## src/rtl/btn_debounce_nexys.sv

```systemverilog
// Nexys A7 push-button conditioner: 2-flop sync, counter debounce, press/release pulses,
// W1C pending flags and a masked IRQ. Long-press detection is built when BTN_LONGPRESS_EN is defined.
module btn_debounce_nexys #(
  parameter int unsigned NUM_BTN          = 5,
  parameter int unsigned DEBOUNCE_CYCLES  = 500000,
  parameter int unsigned LONGPRESS_CYCLES = 50000000
) (
  input  logic               clk,
  input  logic               rst,
  input  logic [NUM_BTN-1:0] i_btn,
  output logic [NUM_BTN-1:0] o_level,
  output logic [NUM_BTN-1:0] o_press,
  output logic [NUM_BTN-1:0] o_release,
  output logic [NUM_BTN-1:0] o_long,
  output logic [NUM_BTN-1:0] o_pending,
  input  logic [NUM_BTN-1:0] i_pend_clr,
  input  logic [NUM_BTN-1:0] i_irq_en,
  input  logic               i_rel_irq,
  output logic               o_irq
);

  if (NUM_BTN < 1 || NUM_BTN > 16) begin : g_bad_num_btn
    $error("btn_debounce_nexys: NUM_BTN must be in 1..16");
  end
  if (DEBOUNCE_CYCLES < 1) begin : g_bad_debounce
    $error("btn_debounce_nexys: DEBOUNCE_CYCLES must be >= 1");
  end
  if (LONGPRESS_CYCLES < 1) begin : g_bad_longpress
    $error("btn_debounce_nexys: LONGPRESS_CYCLES must be >= 1");
  end

  localparam int unsigned CW = (DEBOUNCE_CYCLES < 1) ? 1 : $clog2(DEBOUNCE_CYCLES + 1);
  localparam logic [CW-1:0] DB_LAST = CW'(DEBOUNCE_CYCLES - 1);

  typedef enum logic {
    ST_STABLE,
    ST_CHANGING
  } db_state_e;

  db_state_e          state_q [NUM_BTN];
  logic [CW-1:0]      cnt_q   [NUM_BTN];
  logic [NUM_BTN-1:0] sync1_q, sync2_q;
  logic [NUM_BTN-1:0] level_q, press_q, release_q, long_q;
  logic [NUM_BTN-1:0] pending_q, pending_d;
  logic               irq_q;

  always_ff @(posedge clk) begin
    if (rst) begin
      sync1_q <= '0;
      sync2_q <= '0;
    end else begin
      sync1_q <= i_btn;
      sync2_q <= sync1_q;
    end
  end

  always_ff @(posedge clk) begin
    if (rst) begin
      for (int unsigned i = 0; i < NUM_BTN; i++) begin
        state_q[i] <= ST_STABLE;
        cnt_q[i]   <= '0;
      end
      level_q   <= '0;
      press_q   <= '0;
      release_q <= '0;
    end else begin
      press_q   <= '0;
      release_q <= '0;
      for (int unsigned i = 0; i < NUM_BTN; i++) begin
        case (state_q[i])
          ST_STABLE: begin
            // First differing sample already counts as sample #1 of the window.
            if (sync2_q[i] != level_q[i]) begin
              if (DB_LAST == '0) begin
                level_q[i]   <= sync2_q[i];
                press_q[i]   <= sync2_q[i];
                release_q[i] <= ~sync2_q[i];
              end else begin
                cnt_q[i]   <= CW'(1);
                state_q[i] <= ST_CHANGING;
              end
            end
          end
          ST_CHANGING: begin
            if (sync2_q[i] == level_q[i]) begin
              cnt_q[i]   <= '0;
              state_q[i] <= ST_STABLE;
            end else if (cnt_q[i] == DB_LAST) begin
              level_q[i]   <= sync2_q[i];
              press_q[i]   <= sync2_q[i];
              release_q[i] <= ~sync2_q[i];
              cnt_q[i]     <= '0;
              state_q[i]   <= ST_STABLE;
            end else begin
              cnt_q[i] <= cnt_q[i] + 1'b1;
            end
          end
          default: begin
            cnt_q[i]   <= '0;
            state_q[i] <= ST_STABLE;
          end
        endcase
      end
    end
  end

`ifdef BTN_LONGPRESS_EN
  localparam int unsigned HW = $clog2(LONGPRESS_CYCLES + 1);
  localparam logic [HW-1:0] HOLD_MAX  = HW'(LONGPRESS_CYCLES);
  localparam logic [HW-1:0] HOLD_LAST = HW'(LONGPRESS_CYCLES - 1);

  logic [HW-1:0] hold_q [NUM_BTN];

  always_ff @(posedge clk) begin
    if (rst) begin
      for (int unsigned i = 0; i < NUM_BTN; i++) hold_q[i] <= '0;
      long_q <= '0;
    end else begin
      for (int unsigned i = 0; i < NUM_BTN; i++) begin
        long_q[i] <= level_q[i] && (hold_q[i] == HOLD_LAST);
        if (!level_q[i]) begin
          hold_q[i] <= '0;
        end else if (hold_q[i] != HOLD_MAX) begin
          hold_q[i] <= hold_q[i] + 1'b1;
        end
      end
    end
  end
`else
  assign long_q = '0;
`endif

  assign pending_d = (pending_q & ~i_pend_clr) | press_q
                   | (release_q & {NUM_BTN{i_rel_irq}}) | long_q;

  // IRQ follows the registered pending flags, so it trails a pending update by one cycle.
  always_ff @(posedge clk) begin
    if (rst) begin
      pending_q <= '0;
      irq_q     <= 1'b0;
    end else begin
      pending_q <= pending_d;
      irq_q     <= |(pending_q & i_irq_en);
    end
  end

  assign o_level   = level_q;
  assign o_press   = press_q;
  assign o_release = release_q;
  assign o_long    = long_q;
  assign o_pending = pending_q;
  assign o_irq     = irq_q;

endmodule

```

## config.mk

```make
export PLATFORM = sky130hd
export DESIGN_NAME = btn_debounce_nexys
export DESIGN_NICKNAME = d
export VERILOG_FILES = /design/src/rtl/btn_debounce_nexys.sv
export SDC_FILE = /design/constraint.sdc
export NUM_CORES = 1
export LEC_CHECK = 0
export ABC_AREA = 1
export CAP_MARGIN = 0
export CORE_MARGIN = 2
export CORE_UTILIZATION = 54
export DETAILED_ROUTE_END_ITERATION = 12
export PLACE_DENSITY = 0.81
export SETUP_SLACK_MARGIN = 0.3
export SYNTH_ARGS = -nofsm -noshare
export SYNTH_HDL_FRONTEND = slang
export SYNTH_SLANG_ARGS = --single-unit
```

## constraint.sdc

```tcl
create_clock -name clk -period 2 [get_ports clk]
set_clock_uncertainty 0.15 [all_clocks]
set_input_delay 0.4 -clock clk [delete_from_list [all_inputs] [get_ports clk]]
set_output_delay 0.4 -clock clk [all_outputs]
set_load 0.02 [all_outputs]
```

==> results of run 1 <==
[through the flow]
step | worst slack [ns] | area (µm²) | setup TNS, ns | hold slack, ns | power (mW)
2_1_floorplan | 0.1781 | 7343 | 0 | 0.2383 | 3.972
3_3_place_gp | -0.2991 | 8444 | -22.34 | 0.2392 | 4.321
3_5_place_dp | -0.3947 | 8444 | -28.31 | 0.2477 | 4.355
4_1_cts | 0.08450 | 10290 | 0 | 0.2571 | 7.833
5_1_grt | -0.1863 | 11370 | -5.951 | 0.2898 | 8.664
6_report | -0.1328 | 11370 | -3.091 | 0.2872 | 8.501
[state kept, by name, summed over array words and instances (netlist names)]
signal	flops
cnt_q	95
o_press	5
o_pending	5
state_q	5
o_irq	1
sync2_q	5
sync1_q	5
o_release	5
o_level	5
[synth_stat cells, drive strengths merged]
cell type / n
o21ai: 14
a31oi: 2
nor3b: 8
nor2: 156
or2: 7
nand3: 56
nor3: 46
xor2: 29
nand3b: 4
a22o: 1
clkbuf: 3
o21a: 4
edfxtp: 99
ha: 5
dfxtp: 32
inv: 124
a211oi: 2
nand2: 171
and3: 3
buf: 13
o21bai: 4
nor4: 11
nand4: 21
a221oi: 1
and2: 1
conb: 1
xnor2: 6
a21oi: 45
[power breakdown]
part | switching (mW) | internal, mW | total [mW] | leakage, nW
combinational | 0.978 | 0.631 | 1.61 | 2.96
clock | 1.33 | 2.07 | 3.40 | 0.288
sequential | 0.293 | 3.20 | 3.49 | 1.34
total | 2.60 | 5.90 | 8.50 | 4.59
[cell families after synthesis]
group | Yosys count | synth area share [%]
AND/OR/NAND/NOR | 484 | 31.18
buffers and inverters | 140 | 7.782
flip-flops | 131 | 50.28
AO/OA/AOI/OAI | 73 | 5.571
XOR/XNOR | 35 | 4.265
adder cells (fa/ha/maj) | 5 | 0.8705
other | 1 | 0.05218
[cell type report]
class                      instances  area share, %
clock inverter                    15          1.662
tap                              176          1.937
clock buffer                      17          3.743
timing repair buffer             226          18.14
inverter                         124          4.271
sequential                       131          31.95
multi-input combinational        604          38.30
[per-layer routing]
layer,GRT usage [%],wire [µm],vias up
li1,-,-,3340
met1,36.84,10270,3841
met2,54.24,14580,917
met3,6.418,3730,306
met4,16.10,2863,0
met5,0,0,-
[repair_timing]
item,CTS,global route
endpoints found under the hold margin,0,0
cloned,3,3
endpoints found under the setup margin,166,196
pin swaps,74,65
gates resized for setup,209,194
hold buffers,0,0
buffers inserted,70,42
[worst max-delay path, stage by stage, from the launching register on]
cell,delay [ns]
sky130_fd_sc_hd__edfxtp_1,0.46
sky130_fd_sc_hd__ha_2,0.24
sky130_fd_sc_hd__nand2_2,0.10
sky130_fd_sc_hd__inv_2,0.05
sky130_fd_sc_hd__nand2_2,0.07
sky130_fd_sc_hd__nor2_2,0.04
sky130_fd_sc_hd__nand3_2,0.11
sky130_fd_sc_hd__nand2_2,0.08
sky130_fd_sc_hd__nand2_2,0.10
sky130_fd_sc_hd__nand2_2,0.08
sky130_fd_sc_hd__nor2_4,0.10
sky130_fd_sc_hd__nand3_4,0.13
sky130_fd_sc_hd__nand2_2,0.12
sky130_fd_sc_hd__inv_2,0.04
[worst max path at each step]
stage                     slack [ns]                      start  depth (start not counted)                         end
after detailed placement       -0.39                        rst                          8   cnt_q[3][0]$_SDFFCE_PN0P_
after global placement         -0.30                        rst                          8   cnt_q[3][0]$_SDFFCE_PN0P_
after global routing           -0.19      cnt_q[4][0]$_DFFE_PP_                         11  cnt_q[4][18]$_SDFFCE_PN0P_
final                          -0.13  cnt_q[0][1]$_SDFFCE_PN0P_                         13    state_q[1]$_SDFFCE_PP0P_
after CTS                       0.08  cnt_q[2][0]$_SDFFCE_PN0P_                          8  cnt_q[2][17]$_SDFFCE_PN0P_
after floorplan                 0.18  cnt_q[0][0]$_SDFFCE_PN0P_                         13    state_q[0]$_SDFFCE_PP0P_
==> results.md, run 1 <==
- DRT iter0 DRCs: approximately 1400
- ANT nets after route: 0
- Number of max-capacitance violations reported: 0
- Final hold violation count: 0
- Result of the run: complete, but fails checks
- Min Clock Period, post-route: 2.133 ns
- Number of global-route vias before repair: 7102
- Clock tree from TritonCTS: done
- Routed wire length: between 30000 and 40000 µm
- Final GP Congestion: a little under 0.9
- Min-Delay Endpoint: sync2_q[0]$_SDFF_PP0_
- Max-Slew Margin vs Limit: about 60%
- Clock Tree Buf Depth: 2
- Number of register bits inferred by synthesis: 131
- # IOs: 44
- Final cell count without fillers: 1293
- Post-detailed-route DRC marker count: 1
- Initial antenna violation count: 0
- Upper clock frequency limit: between 400 and 500 MHz
- Global-route total usage across every layer: 31.34%
- Die ar.: between 0.01 and 0.015 mm²
- RSZ-0062 raised after global routing: true
- Standard cell core area: ~0.013 mm²
- Clock edge transition at the registers on the reported setup and hold paths: roughly 0.070 ns
- Power per unit of standard cell area: between 700 and 800 mW/mm²
- Multi-input gate area in the final layout: 0.004353 mm²
- Commonest non-fill, non-tap cells in the layout: sky130_fd_sc_hd__buf_4, sky130_fd_sc_hd__nand2_1, sky130_fd_sc_hd__inv_1, sky130_fd_sc_hd__edfxtp_1, sky130_fd_sc_hd__nor2_1
- First-pass GRT wire length: ~35000 µm
- Quantity of I/O buffers inserted on ports: 38
- Synth area leaders: sky130_fd_sc_hd__edfxtp_1, sky130_fd_sc_hd__dfxtp_1, sky130_fd_sc_hd__nand2_1
- Sequential-to-total area share from yosys stat: between 50% and 60%
- Hold Crit Start: sync1_q[0]$_SDFF_PP0_
- Capturing element type of the critical path: flip-flop
- Total clock sinks: roughly 130
- Largest net degree at the start of global routing: 20
- NumNets Final: between 1000 and 1500
- Core occupancy in the finished layout: between 80% and 90%
- Final setup margin: -0.1328 ns
- Rows: 42
- Synthesized area per cell: between 8 and 9 µm²
- Die height: around 120 µm
- Vias after detailed routing: between 8000 and 9000
- Class of the tightest hold or removal check: flip-flop to flip-flop
- Synthesized instance count: around 870
- Combined area of all synthesized cells: a little over 0.007 mm²
- Violated checks: DRC, setup timing
- Area growth from synthesis to layout: 58.15%
- Proportion of layout cells with a drive suffix above 1: around 46%
- Crit Reg-Reg Endpoint: state_q[1]$_SDFFCE_PP0P_
- Count of endpoints failing setup in the final report: 59
- Clock latency on the worst-skew pair: about 0.46 ns
- Setup CP Type: flip-flop to flip-flop
- Pin slew with the least headroom to its limit: 0.6134 ns
- Final HPWL DP: around 11000 µm
- Crit path launch type: flip-flop
- Avg WL per Cell: ~24 µm
- Library cell used as clock root buffer: sky130_fd_sc_hd__clkbuf_16
- Most common cell after layout, fill and taps aside: sky130_fd_sc_hd__buf_4
- Required arrival time at the worst endpoint: around 2.1 ns
- Leakage power total: roughly 4.6 nW
- Synth area leader: sky130_fd_sc_hd__edfxtp_1
- Total CTS buffers: 17
- Reg2Reg Launch Point: cnt_q[0][1]$_SDFFCE_PN0P_
- Chip Width: ~120 µm
- Number of detailed-routing iterations run before antenna repair: 12
- Final period util: 106.6%
- Sequential standard cell area: 0.003631 mm²
- Maximum vdd drop: 0.001065 V
- Largest fanout on the critical path: 4
- Number of cells on the worst hold path: 2
- Register-to-Register Setup Slack: -0.13 ns
- Starting Density: between 50 and 60%
- Worst Reg2Reg Path Length in Cells: 13
- Post-synthesis cell type count: 41
- Grt total ovfl: 0
- Final Max Tran Viols: 0
- DP Cell Count: 1143
- Mean number of vias per cell: 6.500
- Fill count: about 510
- Worst EP arrival: between 2 and 2.5 ns
- Count of antenna diodes in the layout: 0
- Synthesis Warnings: 0
- Maximum level of the CTS H-tree: 4
- Fraction of synthesized cell area taken by the top area cell type: between 40% and 50%
(Power assumes the default switching activity.)
==> run 2, diff against run 1 <==
--- a/config.mk
+++ b/config.mk
@@ -11,6 +11,7 @@
 export CORE_UTILIZATION = 54
 export DETAILED_ROUTE_END_ITERATION = 12
 export PLACE_DENSITY = 0.81
+export RECOVER_POWER = 25
 export SETUP_SLACK_MARGIN = 0.3
 export SYNTH_ARGS = -nofsm -noshare
 export SYNTH_HDL_FRONTEND = slang
==> results.md, run 2 (same netlist as run 1, synthesis figures left out) <==
- Result of the run: complete, but fails checks
- Violated checks: setup timing
- Final hold violation count: 0 (unchanged)
- Vias after detailed routing: 8424 (+0.24%)
- Proportion of layout cells with a drive suffix above 1: 44.94% (-0.90 points)
- Total clock sinks: 131 (unchanged)
- Standard cell core area: 0.01314 mm² (unchanged)
- Crit path launch type: flip-flop
- Worst Reg2Reg Path Length in Cells: 13 (unchanged)
- NumNets Final: 1127 (unchanged)
- Number of global-route vias before repair: 7102 (unchanged)
- Number of detailed-routing iterations run before antenna repair: 7 (-5)
- Capturing element type of the critical path: flip-flop
- Final GP Congestion: 0.8895 (unchanged)
- Commonest non-fill, non-tap cells in the layout: sky130_fd_sc_hd__buf_4, sky130_fd_sc_hd__nand2_1, sky130_fd_sc_hd__inv_1, sky130_fd_sc_hd__edfxtp_1, sky130_fd_sc_hd__nor2_1
- Final setup margin: -0.1325 ns (+0.0003420 ns)
- Count of endpoints failing setup in the final report: 54 (-8.5%)
- DP Cell Count: 1143 (unchanged)
- Clock latency on the worst-skew pair: 0.46 ns (about the same)
- Final Max Tran Viols: 0 (unchanged)
- Area growth from synthesis to layout: 57.50%
- Slowest stage cell on the critical path: sky130_fd_sc_hd__edfxtp_1
- Largest net degree at the start of global routing: 20 (unchanged)
- # IOs: 44 (unchanged)
- Most Frequent Cell on Critical Path: sky130_fd_sc_hd__nand2_2
- Number of max-capacitance violations reported: 0 (unchanged)
- Class of the tightest hold or removal check: flip-flop to flip-flop
- Buf/Inv on CP: 2 (unchanged)
- Number of cells on the worst hold path: 2 (unchanged)
- Required arrival time at the worst endpoint: 2.06 ns (about the same)
- Flip-flop count of the largest register, all copies and words added: 95 (unchanged)
- Total of hold buffers inserted after clock tree synthesis: 0 (unchanged)
- Clock Tree Buf Depth: 2 (unchanged)
- Critical path launch point: cnt_q[0][1]$_SDFFCE_PN0P_
- Cell family contributing the most delay on the critical path: simple AND/OR/NAND/NOR gates
- Reg2Reg Launch Point: cnt_q[0][1]$_SDFFCE_PN0P_
- Avg WL per Cell: 24.28 µm (-0.16%)
- Worst EP arrival: 2.19 ns (about the same)
- Clock edge transition at the registers on the reported setup and hold paths: 0.08 ns (about the same)
- Rows: 42 (unchanged)
- Chain of cells forming the critical path: ha_2, nand2_2, inv_2, nand2_2, nor2_2, nand3_2, nand2_2, nand2_2, nand2_2, nor2_4, nand3_4, nand2_2, inv_2
- Leakage power total: 4.558 nW (-0.65%)
- Final period util: 106.6% (about the same)
- Pin slew with the least headroom to its limit: 0.6034 ns (-0.009920 ns)
- Fin Setup TNS: -3.037 ns (+0.05328 ns)
- Maximum vdd drop: 0.001070 V (+0.39%)
- RSZ-0062 raised after global routing: true
- Library cell used as clock root buffer: sky130_fd_sc_hd__clkbuf_16
- Largest fanout on the critical path: 4 (unchanged)
- Starting Density: 54.70% (unchanged)
- Routed wire length: 31400 µm (-0.16%)
- ANT nets after route: 0 (unchanged)
- Grt total ovfl: 0 (unchanged)
- Most common cell after layout, fill and taps aside: sky130_fd_sc_hd__buf_4
- Global-route total usage across every layer: 31.34% (unchanged)
- Power per unit of standard cell area: 752.2 mW/mm² (+0.56%)
- Clock tree from TritonCTS: done
- Biggest register: cnt_q
- Count of antenna diodes in the layout: 0 (unchanged)
- Post-detailed-route DRC marker count: 0 (-1)
- Final cell count without fillers: 1293 (unchanged)
- Min Clock Period, post-route: 2.132 ns (-0.0003420 ns)
- Maximum level of the CTS H-tree: 4 (unchanged)
- DRT iter0 DRCs: 1331 (-4.6%)
- Hold Crit Start: sync1_q[0]$_SDFF_PP0_
- Total CTS buffers: 17 (unchanged)
- Die height: 119.4 µm (unchanged)
- Core occupancy in the finished layout: 86.16% (-0.35 points)
- Mean number of vias per cell: 6.515 (+0.24%)
- Die ar.: 0.01425 mm² (unchanged)
- Chip Width: 119.4 µm (unchanged)
- Setup CP Type: flip-flop to flip-flop
- Delay of the slowest cell on the worst path: 0.46 ns (about the same)
- First-pass GRT wire length: 35110 µm (unchanged)
- Quantity of I/O buffers inserted on ports: 38 (unchanged)
- Final HPWL DP: 11250 µm (unchanged)
- Upper clock frequency limit: 468.9 MHz (about the same)
- Initial antenna violation count: 0 (unchanged)
- Max-Slew Margin vs Limit: 59.46% (+0.67 points)
- Critical path depth in cells: 13 (unchanged)
==> run 2: changes by cell type in the layout (fill, tap and decap cells not counted), moves of 2 or more <==
cell / change
sky130_fd_sc_hd__clkbuf_2: -4
sky130_fd_sc_hd__dlygate4sd3_1: +2
sky130_fd_sc_hd__clkdlybuf4s50_1: -2
sky130_fd_sc_hd__clkbuf_1: +7
sky130_fd_sc_hd__buf_4: -4
==> run 2: power breakdown <==
| group | switching (mW) | internal (mW) | total, mW |
|---|---|---|---|
| clock | 1.35 | 2.07 | 3.42 |
| sequential | 0.290 | 3.20 | 3.49 |
| combinational | 0.977 | 0.624 | 1.60 |
| total | 2.62 | 5.90 | 8.51 |
==> run 2: cell type report <==
cell class / count / area, µm²
Timing Repair Buffer: 226 / 2036
Sequential cell: 131 / 3628
Fill cell: 521 / 1818
Multi-Input combinational cell: 604 / 4335
Clock inverter: 15 / 188.9
Inverter: 124 / 485.5
Clock buffer: 17 / 425.4
Tap cell: 176 / 220.2
==> run 2: layer usage <==
metal  share of wire, %  GRT usage (%)  vias up
met5                  0              0        -
met4                9.4          16.10        0
met3                 11          6.418      311
met2                 46          54.24      898
met1                 33          36.84     3873
li1                   -              -     3342
==> run 2: worst reg2reg max path, stage by stage, from the launching register on <==
cell                       delay, ns
sky130_fd_sc_hd__edfxtp_1       0.46
sky130_fd_sc_hd__ha_2           0.24
sky130_fd_sc_hd__nand2_2        0.10
sky130_fd_sc_hd__inv_2          0.05
sky130_fd_sc_hd__nand2_2        0.07
sky130_fd_sc_hd__nor2_2         0.04
sky130_fd_sc_hd__nand3_2        0.11
sky130_fd_sc_hd__nand2_2        0.08
sky130_fd_sc_hd__nand2_2        0.10
sky130_fd_sc_hd__nand2_2        0.08
sky130_fd_sc_hd__nor2_4         0.11
sky130_fd_sc_hd__nand3_4        0.13
sky130_fd_sc_hd__nand2_2        0.11
sky130_fd_sc_hd__inv_2          0.04
==> run 2: what timing repair did <==
item / CTS / global route
setup endpoints to repair: 166 / 196
resized for setup: 209 / 194
endpoints found under the hold margin: 0 / 0
gates cloned: 3 / 3
pin swaps: 74 / 65
buffers inserted: 70 / 42
==> run 2: per-stage QoR <==
| stage | power (mW) | worst slack (ns) | hold slack, ns | area, µm² |
|---|---|---|---|---|
| 2_1_floorplan | 3.972 | 0.1781 | 0.2383 | 7343 |
| 3_3_place_gp | 4.321 | -0.2991 | 0.2392 | 8444 |
| 3_5_place_dp | 4.355 | -0.3947 | 0.2477 | 8444 |
| 4_1_cts | 7.833 | 0.08450 | 0.2571 | 10290 |
| 5_1_grt | 8.654 | -0.1863 | 0.2898 | 11320 |
| 6_report | 8.514 | -0.1325 | 0.2751 | 11320 |
==> run 2: path summary, 6_finish.rpt <==
path,to,slack (ns)
hold / removal,sync2_q[0]$_SDFF_PP0_,0.28
setup / recovery,state_q[1]$_SDFFCE_PP0P_,-0.13
hold reg to reg,sync2_q[0]$_SDFF_PP0_,0.28
setup reg to reg,state_q[1]$_SDFFCE_PP0P_,-0.13
